## config.mk

```make
export PLATFORM = sky130hd
export DESIGN_NAME = spi_temp_reader_flat
export DESIGN_NICKNAME = d
export VERILOG_FILES = /design/src/rtl/spi_temp_reader_pkg.sv /design/src/rtl/spi_temp_reader_if.sv /design/src/rtl/spi_temp_reader_clk_gen.sv /design/src/rtl/spi_temp_reader.sv /design/src/flat_wrapper.sv
export SDC_FILE = /design/constraint.sdc
export NUM_CORES = 1
export LEC_CHECK = 0
export ABC_AREA = 0
export ABC_CLOCK_PERIOD_IN_PS = 1700
export CAP_MARGIN = 20
export CELL_PAD_IN_SITES_DETAIL_PLACEMENT = 1
export CELL_PAD_IN_SITES_GLOBAL_PLACEMENT = 1
export CORE_ASPECT_RATIO = 0.7
export CORE_UTILIZATION = 38
export CTS_CLUSTER_SIZE = 10
export DETAILED_ROUTE_END_ITERATION = 10
export PLACE_DENSITY = 0.72
export SLEW_MARGIN = 10
export SYNTH_ARGS = -nofsm -noshare
export SYNTH_HDL_FRONTEND = slang
export SYNTH_SLANG_ARGS = --single-unit
```

## constraint.sdc

```tcl
create_clock -name clk_in -period 1.7 [get_ports clk_in]
set_input_delay 0.255 -clock clk_in [delete_from_list [all_inputs] [get_ports clk_in]]
set_output_delay 0.255 -clock clk_in [all_outputs]
set_load 0.02 [all_outputs]
```

## src/rtl/spi_temp_reader_pkg.sv

```systemverilog
// Shared types and elaboration helpers for the SPI temperature reader.
package spi_temp_pkg;

    typedef enum logic [2:0] {IDLE, SETUP, SHIFT, HOLD, GAP} state_t;

    function automatic int unsigned div_width(input int unsigned clk_div);
        return $clog2(clk_div + 1);
    endfunction

    function automatic bit params_legal(input int unsigned clk_div, input int unsigned data_bits);
        return (clk_div >= 1) && (data_bits >= 2) && (data_bits <= 32);
    endfunction

endpackage

```

## src/rtl/spi_temp_reader_if.sv

```systemverilog
// Trigger, SPI pins and result signals of the SPI temperature reader.
interface spi_temp_reader_if #(
    parameter int unsigned DATA_BITS = 16
);
    logic                 trig_in;
    logic                 miso_in;
    logic                 sclk_out;
    logic                 cs_n_out;
    logic [DATA_BITS-1:0] data_out;
    logic                 valid_out;
    logic                 busy_out;
    logic                 overrun_out;

    modport master (
        input  trig_in, miso_in,
        output sclk_out, cs_n_out, data_out, valid_out, busy_out, overrun_out
    );

    modport slave (
        output trig_in, miso_in,
        input  sclk_out, cs_n_out, data_out, valid_out, busy_out, overrun_out
    );
endinterface

```

## src/rtl/spi_temp_reader_clk_gen.sv

```systemverilog
// Half-period tick generator: one tick every CLK_DIV enabled cycles.
module spi_clk_gen
    import spi_temp_pkg::*;
#(
    parameter int unsigned CLK_DIV = 50
) (
    input  logic clk_in,
    input  logic rst_in,
    input  logic en,
    input  logic clear,
    output logic tick
);
    localparam int unsigned CW = div_width(CLK_DIV);

    logic [CW-1:0] cnt;

    assign tick = en && (cnt == CW'(CLK_DIV - 1));

    always_ff @(posedge clk_in) begin
        if (rst_in || clear) begin
            cnt <= '0;
        end else if (en) begin
            cnt <= (cnt == CW'(CLK_DIV - 1)) ? '0 : cnt + 1'b1;
        end
    end
endmodule

```

## src/rtl/spi_temp_reader.sv

```systemverilog
// Read-only SPI mode-0 master: each trigger edge reads one DATA_BITS word MSB-first.
module spi_temp_reader
    import spi_temp_pkg::*;
#(
    parameter int unsigned CLK_DIV   = 50,
    parameter int unsigned DATA_BITS = 16
) (
    input  logic               clk_in,
    input  logic               rst_in,
    spi_temp_reader_if.master  bus
);
    localparam int unsigned BCW = $clog2(DATA_BITS + 1);

    if (!params_legal(CLK_DIV, DATA_BITS)) begin : g_bad_params
        $error("spi_temp_reader: CLK_DIV must be >= 1 and DATA_BITS in 2..32");
    end

    state_t               state, state_nx;
    logic                 trig_q, trig_edge;
    logic                 tick;
    logic                 ph, ph_nx;
    logic [BCW-1:0]       bit_cnt, bit_cnt_nx;
    logic [DATA_BITS-1:0] shift_q;

    assign trig_edge = bus.trig_in ^ trig_q;

    spi_clk_gen #(.CLK_DIV(CLK_DIV)) u_clk_gen (
        .clk_in (clk_in),
        .rst_in (rst_in),
        .en     (state != IDLE),
        .clear  (state == IDLE),
        .tick   (tick)
    );

    // ph is the sclk level within a bit period; a bit completes on the high-phase tick
    always_comb begin
        state_nx   = state;
        ph_nx      = ph;
        bit_cnt_nx = bit_cnt;
        case (state)
            IDLE: begin
                if (trig_edge) begin
                    state_nx   = SETUP;
                    ph_nx      = 1'b0;
                    bit_cnt_nx = '0;
                end
            end
            SETUP: if (tick) state_nx = SHIFT;
            SHIFT: begin
                if (tick) begin
                    ph_nx = !ph;
                    if (ph) begin
                        if (bit_cnt == BCW'(DATA_BITS - 1)) begin
                            state_nx   = HOLD;
                            bit_cnt_nx = '0;
                        end else begin
                            bit_cnt_nx = bit_cnt + 1'b1;
                        end
                    end
                end
            end
            HOLD: if (tick) state_nx = GAP;
            GAP:  if (tick) state_nx = IDLE;
            default: state_nx = IDLE;
        endcase
    end

    // Outputs are registered from next-state values so they line up with the state register
    always_ff @(posedge clk_in) begin
        trig_q <= bus.trig_in;
        if (rst_in) begin
            state           <= IDLE;
            ph              <= 1'b0;
            bit_cnt         <= '0;
            shift_q         <= '0;
            bus.sclk_out    <= 1'b0;
            bus.cs_n_out    <= 1'b1;
            bus.data_out    <= '0;
            bus.valid_out   <= 1'b0;
            bus.busy_out    <= 1'b0;
            bus.overrun_out <= 1'b0;
        end else begin
            state   <= state_nx;
            ph      <= ph_nx;
            bit_cnt <= bit_cnt_nx;
            if (state == SHIFT && tick && !ph) begin
                shift_q <= {shift_q[DATA_BITS-2:0], bus.miso_in};
            end
            bus.sclk_out    <= (state_nx == SHIFT) && ph_nx;
            bus.cs_n_out    <= !(state_nx inside {SETUP, SHIFT, HOLD});
            bus.busy_out    <= (state_nx != IDLE);
            bus.valid_out   <= (state == HOLD) && tick;
            bus.overrun_out <= trig_edge && (state != IDLE);
            if (state == HOLD && tick) begin
                bus.data_out <= shift_q;
            end
        end
    end
endmodule

```

## src/flat_wrapper.sv

```systemverilog
// flat-port wrapper written by rule: the top's interface ports become plain ports
module spi_temp_reader_flat import spi_temp_pkg::*;
#(
    parameter int unsigned CLK_DIV   = 50,
    parameter int unsigned DATA_BITS = 16
)
  (clk_in, rst_in, bus_trig_in, bus_miso_in, bus_sclk_out, bus_cs_n_out, bus_data_out, bus_valid_out, bus_busy_out, bus_overrun_out);
  spi_temp_reader_if #(.DATA_BITS(DATA_BITS)) bus_i ();
  input  logic clk_in;
  input  logic rst_in;
  input wire logic [$bits(bus_i.trig_in)-1:0] bus_trig_in;
  input wire logic [$bits(bus_i.miso_in)-1:0] bus_miso_in;
  output wire logic [$bits(bus_i.sclk_out)-1:0] bus_sclk_out;
  output wire logic [$bits(bus_i.cs_n_out)-1:0] bus_cs_n_out;
  output wire logic [$bits(bus_i.data_out)-1:0] bus_data_out;
  output wire logic [$bits(bus_i.valid_out)-1:0] bus_valid_out;
  output wire logic [$bits(bus_i.busy_out)-1:0] bus_busy_out;
  output wire logic [$bits(bus_i.overrun_out)-1:0] bus_overrun_out;
  assign bus_i.trig_in = bus_trig_in;
  assign bus_i.miso_in = bus_miso_in;
  assign bus_sclk_out = bus_i.sclk_out;
  assign bus_cs_n_out = bus_i.cs_n_out;
  assign bus_data_out = bus_i.data_out;
  assign bus_valid_out = bus_i.valid_out;
  assign bus_busy_out = bus_i.busy_out;
  assign bus_overrun_out = bus_i.overrun_out;
  spi_temp_reader #(.CLK_DIV(CLK_DIV), .DATA_BITS(DATA_BITS)) u_core (.clk_in(clk_in), .rst_in(rst_in), .bus(bus_i));
endmodule
```

==> metrics.md, run 1 <==
| Metric | Value |
|---|---|
| Nets | `264` |
| Vias | `1633` |
| Crit start category | `flop` |
| Sequential area share after synthesis | `51.5%` |
| Post-Syn Area | `2060 sq um` |
| Max VDD drop | `0.632 mV` |
| Synth Area in Compound Gates | `5.40%` |
| Pre-CTS WS | `-0.0508 ns` |
| Synth top area share | `51.5%` |
| Number of global-route vias before repair | `1570` |
| CTS Sinks | `53` |
| Max-cap violations | `0` |
| Root Buffer | `clkbuf_8` |
| H-tree depth | `2` |
| Reg clk slew, reported paths | `0.10 ns` |
| P per Cell Area | `816 nW/um^2` |
| Run status | `finished with violations` |
| WL/cell | `15.1 um` |
| Reg area | `1070 sq um` |
| Util after Layout | `54.0%` |
| Yosys warns | `0` |
| CTS hold repair buffers | `0` |
| Worst setup EP type | `flop` |
| Non-Filler Instances | `330` |
| Number of DRC markers in iteration 0 | `117` |
| Arrival @ worst endpoint | `2.02 ns` |
| Core Region | `5230 sq um` |
| Antenna cells | `0` |
| Total GRT Usage | `17.8%` |
| Area grow syn2layout | `37.0%` |
| Fmax | `552 MHz` |
| Initial antenna violation count | `0` |
| Initial Util | `39.4%` |
| 1st-pass router iterations | `4` |
| Syn_area_per_cell | `10.1 sq um` |
| Mapped Nets | `212` |
| Largest net degree at the start of global routing | `25` |
| Synth Flop Type | `dfxtp_1` |
| Crit path required time | `1.91 ns` |
| DRC violations left | `0` |
| HP Class | `input pin to flop` |
| Critical path class | `flop to flop` |
| Simple-gate share of the synthesized area | `19.6%` |
| Cell taking the most area after synthesis | `dfxtp_1` |
| RSZ-0062 raised after global routing | `true` |
| RePlAce Congestion | `0.803` |
| I/O pins | `25` |
| Max clock buf depth | `2` |
| Share of flip-flops with an asynchronous set or reset | `0%` |
| Count of final setup violators | `19` |
| Hold Violations, Final | `0` |
| Buffers on Ports | `24` |
| Layout cell share with drive strength beyond 1 | `24.4%` |
| GRT overflow | `0` |
| Met3 usage in global routing | `4.47%` |
| Hpwl dp | `3.17 mm` |
| Largest family of logic cells by synthesized area | `simple AND/OR/NAND/NOR gates` |
| WL final | `4.98 mm` |
| Std-Cell Rows | `22` |
| Failing checks | `setup timing` |
| Fin. max-slew vios | `0` |
| Max-slew headroom | `76.9%` |
| Worst-margin pin slew | `0.345 ns` |
| Clk Latency, worst-skew pair | `0.32 ns` |
| Distinct cells, synth | `40` |
| Die Wd | `90.0 um` |
| First-pass GRT wire length | `7.85 mm` |
| Pleak | `1.29 nW` |
| Post-DRT Antenna Nets | `0` |
| Multiplexer area fraction after synthesis | `16.0%` |
| Top Usage Layer GRT | `met2` |
| Final Worst Setup Slack | `-0.113 ns` |
| Multi-input gate area | `1030 sq um` |
| Die area | `5730 sq um` |
| # fillers | `580` |
| Max FO, Critical Path | `8` |
| Instance count of the mapped netlist | `205` |
| Total power | `2.31 mW` |
| Met1 Use GR | `25.1%` |
| Vias per inst | `4.95` |
| Area contributors post-synth | `dfxtp_1, mux2i_1, nor2_1` |
| Seq cells post-synth | `53` |
| Final worst path period share | `107%` |
| Post-synthesis adder-cell area fraction | `1.82%` |
| Synth Area in XOR/XNOR | `2.12%` |
| Global Route met2 Usage | `25.3%` |
| Dpl cells | `315` |
| CTS tree | `done` |
| Number of flops mapped to enable cells by yosys | `0` |
| Die H | `63.6 um` |
| Minimum clock period | `1.81 ns` |
| Final Skew | `0.00616 ns` |
| CTS Buf Count | `5` |
[worst paths after layout]
| path | slack (ns) | cells past startpoint | start | to |
|---|---|---|---|---|
| worst max-delay path | -0.11 | 5 | u_core.state[1] | u_core.shift_q[11] |
| worst min register to register | 0.49 | 2 | u_core.bit_cnt[1] | u_core.bit_cnt[1] |
| worst max register to register | -0.11 | 5 | u_core.state[1] | u_core.shift_q[11] |
| worst min-delay path | 0.43 | 1 | bus_trig_in | u_core.trig_q |
[Yosys cell counts (2+ instances only)]
cell,instances
clkbuf_1,6
or3_1,2
nor3b_1,2
nand3_1,5
inv_1,3
xnor2_1,2
o31ai_1,2
mux2i_1,33
xor2_1,3
a21oi_1,4
o21ai_1,2
nand2_1,5
a31oi_1,2
buf_2,2
and3_1,3
nand4_1,5
o211ai_1,3
nor2_1,45
ha_1,3
dfxtp_1,53
[through the flow]
step                      TNS (ns)  hold slack, ns  area (sq um)
after global routing         -2.01           0.432          2820
after floorplan              -1.20           0.283          2070
after global placement           0           0.468          2530
final                        -1.15           0.435          2820
after CTS                   -0.484           0.433          2710
after detailed placement    -0.294           0.480          2530
[layer usage]
layer | wire length [um] | up-vias | part of all wire, %
met5 | 0 | - | 0
met4 | 90 | 0 | 1.8
met3 | 181 | 7 | 3.6
met2 | 2150 | 31 | 43
met1 | 2550 | 783 | 51
li1 | - | 812 | -
[layout make-up]
cell class,count,share of cell area (%)
multi-input combinational,138,36.4
timing repair buffer,55,18.2
tap,72,3.19
clock buffer,6,2.57
sequential,53,37.7
clock inverter,2,1.37
inverter,4,0.532
[report_power, final]
group | leakage, nW | internal [mW] | switching, mW
sequential | 0.430 | 1.25 | 0.00604
combinational | 0.803 | 0.0808 | 0.0877
clock | 0.0554 | 0.443 | 0.433
[registers in the layout, summed over array words and instances, names as in the netlist]
signal,cells
u_core.bit_cnt,5
u_core.bus.busy_out,1
u_core.bus.cs_n_out,1
u_core.trig_q,1
u_core.u_clk_gen.cnt,6
u_core.bus.data_out,16
u_core.ph,1
u_core.bus.valid_out,1
u_core.bus.sclk_out,1
u_core.state,3
u_core.bus.overrun_out,1
u_core.shift_q,16
[cell families after synthesis]
logic type | count (synthesis)
flops | 53
mux | 33
compound gates | 17
xor+xnor | 5
simple gates | 80
buf+inv | 14
fa+ha+maj | 3
[cell usage in the layout (no fill, tap or decap), types with 2 or more instances in the layout]
master and count:
dfxtp_2 4, o211ai_1 3, nor3b_1 2, inv_2 2
nand3_1 4, and3_1 3, clkdlybuf4s50_1 24, buf_6 2
buf_4 27, nor2_1 43, inv_1 2, or4_4 2
ha_1 2, dfxtp_1 49, nand2_1 5, nand4_1 5
xnor2_1 2, o31ai_1 2, xor2_1 3, clkbuf_8 5
a21oi_1 3, mux2i_1 32
[what timing repair did]
item	4_1_cts	5_1_grt
pin swaps	8	10
gates resized for setup	13	13
setup buffers	2	5
setup endpoints to repair	21	34
gates cloned	1	0
[critical path: stages (launching register included)]
cell and delay [ns]:
dfxtp_2 0.35, or3b_4 0.38, or4_4 0.55, buf_12 0.18, mux2i_1 0.17, nor2_1 0.08
Note: power is estimated with default switching activity, not from simulation.
==> inputs of run 2 (changes only) <==
--- a/config.mk
+++ b/config.mk
@@ -11,10 +11,11 @@
 export CELL_PAD_IN_SITES_DETAIL_PLACEMENT = 1
 export CELL_PAD_IN_SITES_GLOBAL_PLACEMENT = 1
 export CORE_ASPECT_RATIO = 0.7
-export CORE_UTILIZATION = 38
+export CORE_UTILIZATION = 43
 export CTS_CLUSTER_SIZE = 10
 export DETAILED_ROUTE_END_ITERATION = 10
-export PLACE_DENSITY = 0.72
+export DONT_BUFFER_PORTS = 1
+export PLACE_DENSITY = 0.71
 export SLEW_MARGIN = 10
 export SYNTH_ARGS = -nofsm -noshare
 export SYNTH_HDL_FRONTEND = slang
==> run 2 against run 1 <==
  * The flow finishes with violations (DRC, setup timing)
  * Routed wire length down 3.3%
  * Clock skew down 0.00083 ns
  * Maximum frequency about the same
  * Combinational power down 39%
  * Die area down 11%
  * First-iteration DRC count down 41%
==> metrics.md, run 2 (synthesized netlist as in run 1, its figures left out) <==
| Metric | Value |
|---|---|
| HP Class | `input pin to flop` |
| Die Wd | `84.8 um (-5.9%)` |
| Nets | `230 (-13%)` |
| CTS Buf Count | `5 (unchanged)` |
| Sequential cell fraction of total power | `61.0% (+6.3 points)` |
| Most common cell after layout, fill and taps aside | `dfxtp_1` |
| NetSw | `494 uW (-6.4%)` |
| CTS Sinks | `53 (unchanged)` |
| Crit path from | `u_core.state[0]` |
| Failing checks | `DRC, setup timing` |
| Clock share of power | `34.1% (-3.9 points)` |
| Crit path required time | `1.90 ns (about the same)` |
| Worst R2R End | `u_core.shift_q[14]` |
| Reg clk slew, reported paths | `0.10 ns (about the same)` |
| Logic pwr share | `4.9% (-2.4 points)` |
| Final setup TNS | `-0.709 ns (+0.441 ns)` |
| Pleak | `1.14 nW (-11%)` |
| Clk Latency, worst-skew pair | `0.30 ns (-0.02 ns)` |
| Worst-margin pin slew | `0.512 ns (+0.167 ns)` |
| Max FO, Critical Path | `16 (+8)` |
| Die area | `5080 sq um (-11%)` |
| Buffers on Ports | `0 (-100%)` |
| Area grow syn2layout | `18.7%` |
| Switching share of power | `23.7% (+0.82 points)` |
| Max-slew headroom | `65.7% (-11 points)` |
| Max-cap violations | `0 (unchanged)` |
| Commonest cells after routing, fill and taps aside | `dfxtp_1, nor2_1, mux2i_1` |
| Initial Util | `46.0% (+6.6 points)` |
| H-tree depth | `2 (unchanged)` |
| P per Cell Area | `851 nW/um^2 (+4.3%)` |
| Total GRT Usage | `19.4% (+1.6 points)` |
| Critical Path End | `u_core.shift_q[14]` |
| WL final | `4.81 mm (-3.3%)` |
| CP max-delay cell | `or4_4` |
| Layout cell share with drive strength beyond 1 | `23.7% (-0.76 points)` |
| Final worst path period share | `107% (about the same)` |
| Antenna cells | `0 (unchanged)` |
| Root Buffer | `clkbuf_8` |
| Crit-path cells | `or3b_4 -> or4_4 -> buf_12 -> mux2i_1 -> nor2_1` |
| Largest net degree at the start of global routing | `44 (+76%)` |
| Die H | `59.9 um (-5.8%)` |
| RSZ-0062 raised after global routing | `true` |
| Core Region | `4480 sq um (-14%)` |
| Max VDD drop | `0.494 mV (-22%)` |
| Crit start category | `flop` |
| Reg2reg setup slack | `-0.11 ns (about the same)` |
| Buffers & Inverters on Critical Path | `1 (unchanged)` |
| Hpwl dp | `3.16 mm (-0.22%)` |
| Final Skew | `0.00533 ns (-0.000834 ns)` |
| Arrival @ worst endpoint | `2.02 ns (about the same)` |
| Post-DRT Antenna Nets | `0 (unchanged)` |
| Worst reg2reg path depth | `5 (unchanged)` |
| WL/cell | `17.3 um (+14%)` |
| Vias | `1526 (-6.6%)` |
| DRC violations left | `4 (+4)` |
| Fmax | `551 MHz (about the same)` |
| Final Worst Setup Slack | `-0.114 ns (-0.00156 ns)` |
| Number of global-route vias before repair | `1588 (+1.1%)` |
| Max clock buf depth | `2 (unchanged)` |
| CP top delay family | `simple AND/OR/NAND/NOR gates` |
| Fin. max-slew vios | `0 (unchanged)` |
| Number of DRC markers in iteration 0 | `69 (-41%)` |
| Count of final setup violators | `16 (-3)` |
| Largest regs | `u_core.bus.data_out x16, u_core.shift_q x16, u_core.u_clk_gen.cnt x6` |
| Minimum clock period | `1.81 ns (+0.00156 ns)` |
| Int Pwr | `1.59 mW (-11%)` |
| Hold Violations, Final | `0 (unchanged)` |
| Total power | `2.08 mW (-9.6%)` |
| I/O pins | `25 (unchanged)` |
| Run status | `finished with violations` |
| First-pass GRT wire length | `7.53 mm (-4.0%)` |
| Vias per inst | `5.47 (+11%)` |
| CP peak stage delay | `0.52 ns (-0.03 ns)` |
| Pre-CTS WS | `-0.0710 ns (-0.0203 ns)` |
| Worst setup EP type | `flop` |
| 1st-pass router iterations | `8 (+4)` |
| RePlAce Congestion | `0.843 (+5.0%)` |
| GRT overflow | `0 (unchanged)` |
| Std-Cell Rows | `20 (-9.1%)` |
| Critical path class | `flop to flop` |
| Initial antenna violation count | `0 (unchanged)` |
| CTS tree | `done` |
| Worst path depth | `5 (unchanged)` |
| Critical R2R Launch | `u_core.state[0]` |
| CTS hold repair buffers | `1 (+1)` |
run 2: cell count changes in the layout (fill, tap and decap cells not counted), moves of 2 or more:
cell / change
clkinv_2: +2
buf_4: -11
mux2i_2: +2
clkdlybuf4s50_1: -24
run 2: layer usage:
layer | GRT usage [%] | wire (um)
met1 | 24.5 | 2330
met3 | 5.11 | 147
met4 | 6.30 | 30
met5 | 0 | 0
met2 | 33.0 | 2310
run 2: through the flow:
step | instances | cell area [sq um] | util (%) | hold slack (ns)
after global placement | 264 | 2200 | 49.2 | 0.283
after floorplan | 205 | 2070 | - | 0.283
after CTS | 274 | 2340 | 52.2 | 0.00220
final | 279 | 2450 | 54.6 | 0.0155
after detailed placement | 264 | 2200 | 49.2 | 0.283
after global routing | 279 | 2450 | 54.6 | -0.00298
run 2: worst min-delay path by stage:
stage                      startpoint                      end  slack, ns  cells after the start
final                          rst_in       u_core.shift_q[15]       0.02                      1
after global routing           rst_in                u_core.ph     -0.003                      1
after CTS                      rst_in  u_core.bus.data_out[12]      0.002                      1
after detailed placement  bus_trig_in            u_core.trig_q       0.28                      0
after global placement    bus_trig_in            u_core.trig_q       0.28                      0
after floorplan           bus_trig_in            u_core.trig_q       0.28                      0
run 2: what timing repair did:
action | 4_1_cts | 5_1_grt
buffers inserted | 1 | 4
endpoints found under the hold margin | 1 | 5
resized for setup | 10 | 13
setup endpoints to repair | 22 | 38
cloned | 0 | 1
pin swaps | 0 | 4
run 2: final cells by class:
class                      count  area [sq um]
tap                           55          68.8
multi-input combinational    138          1000
clock buffer                   5          68.8
fill                         470          2030
sequential                    53          1070
timing repair buffer          21           206
clock inverter                 3          17.5
inverter                       4          15.0
run 2: power groups by stage:
stage	logic [mW]	clock network [mW]	registers, mW
5_1_grt	0.112	0.772	1.27
2_1_floorplan	0.0571	0	1.30
6_report	0.103	0.710	1.27
3_5_place_dp	0.0812	0	1.30
4_1_cts	0.0932	0.715	1.27
3_3_place_gp	0.0762	0	1.30
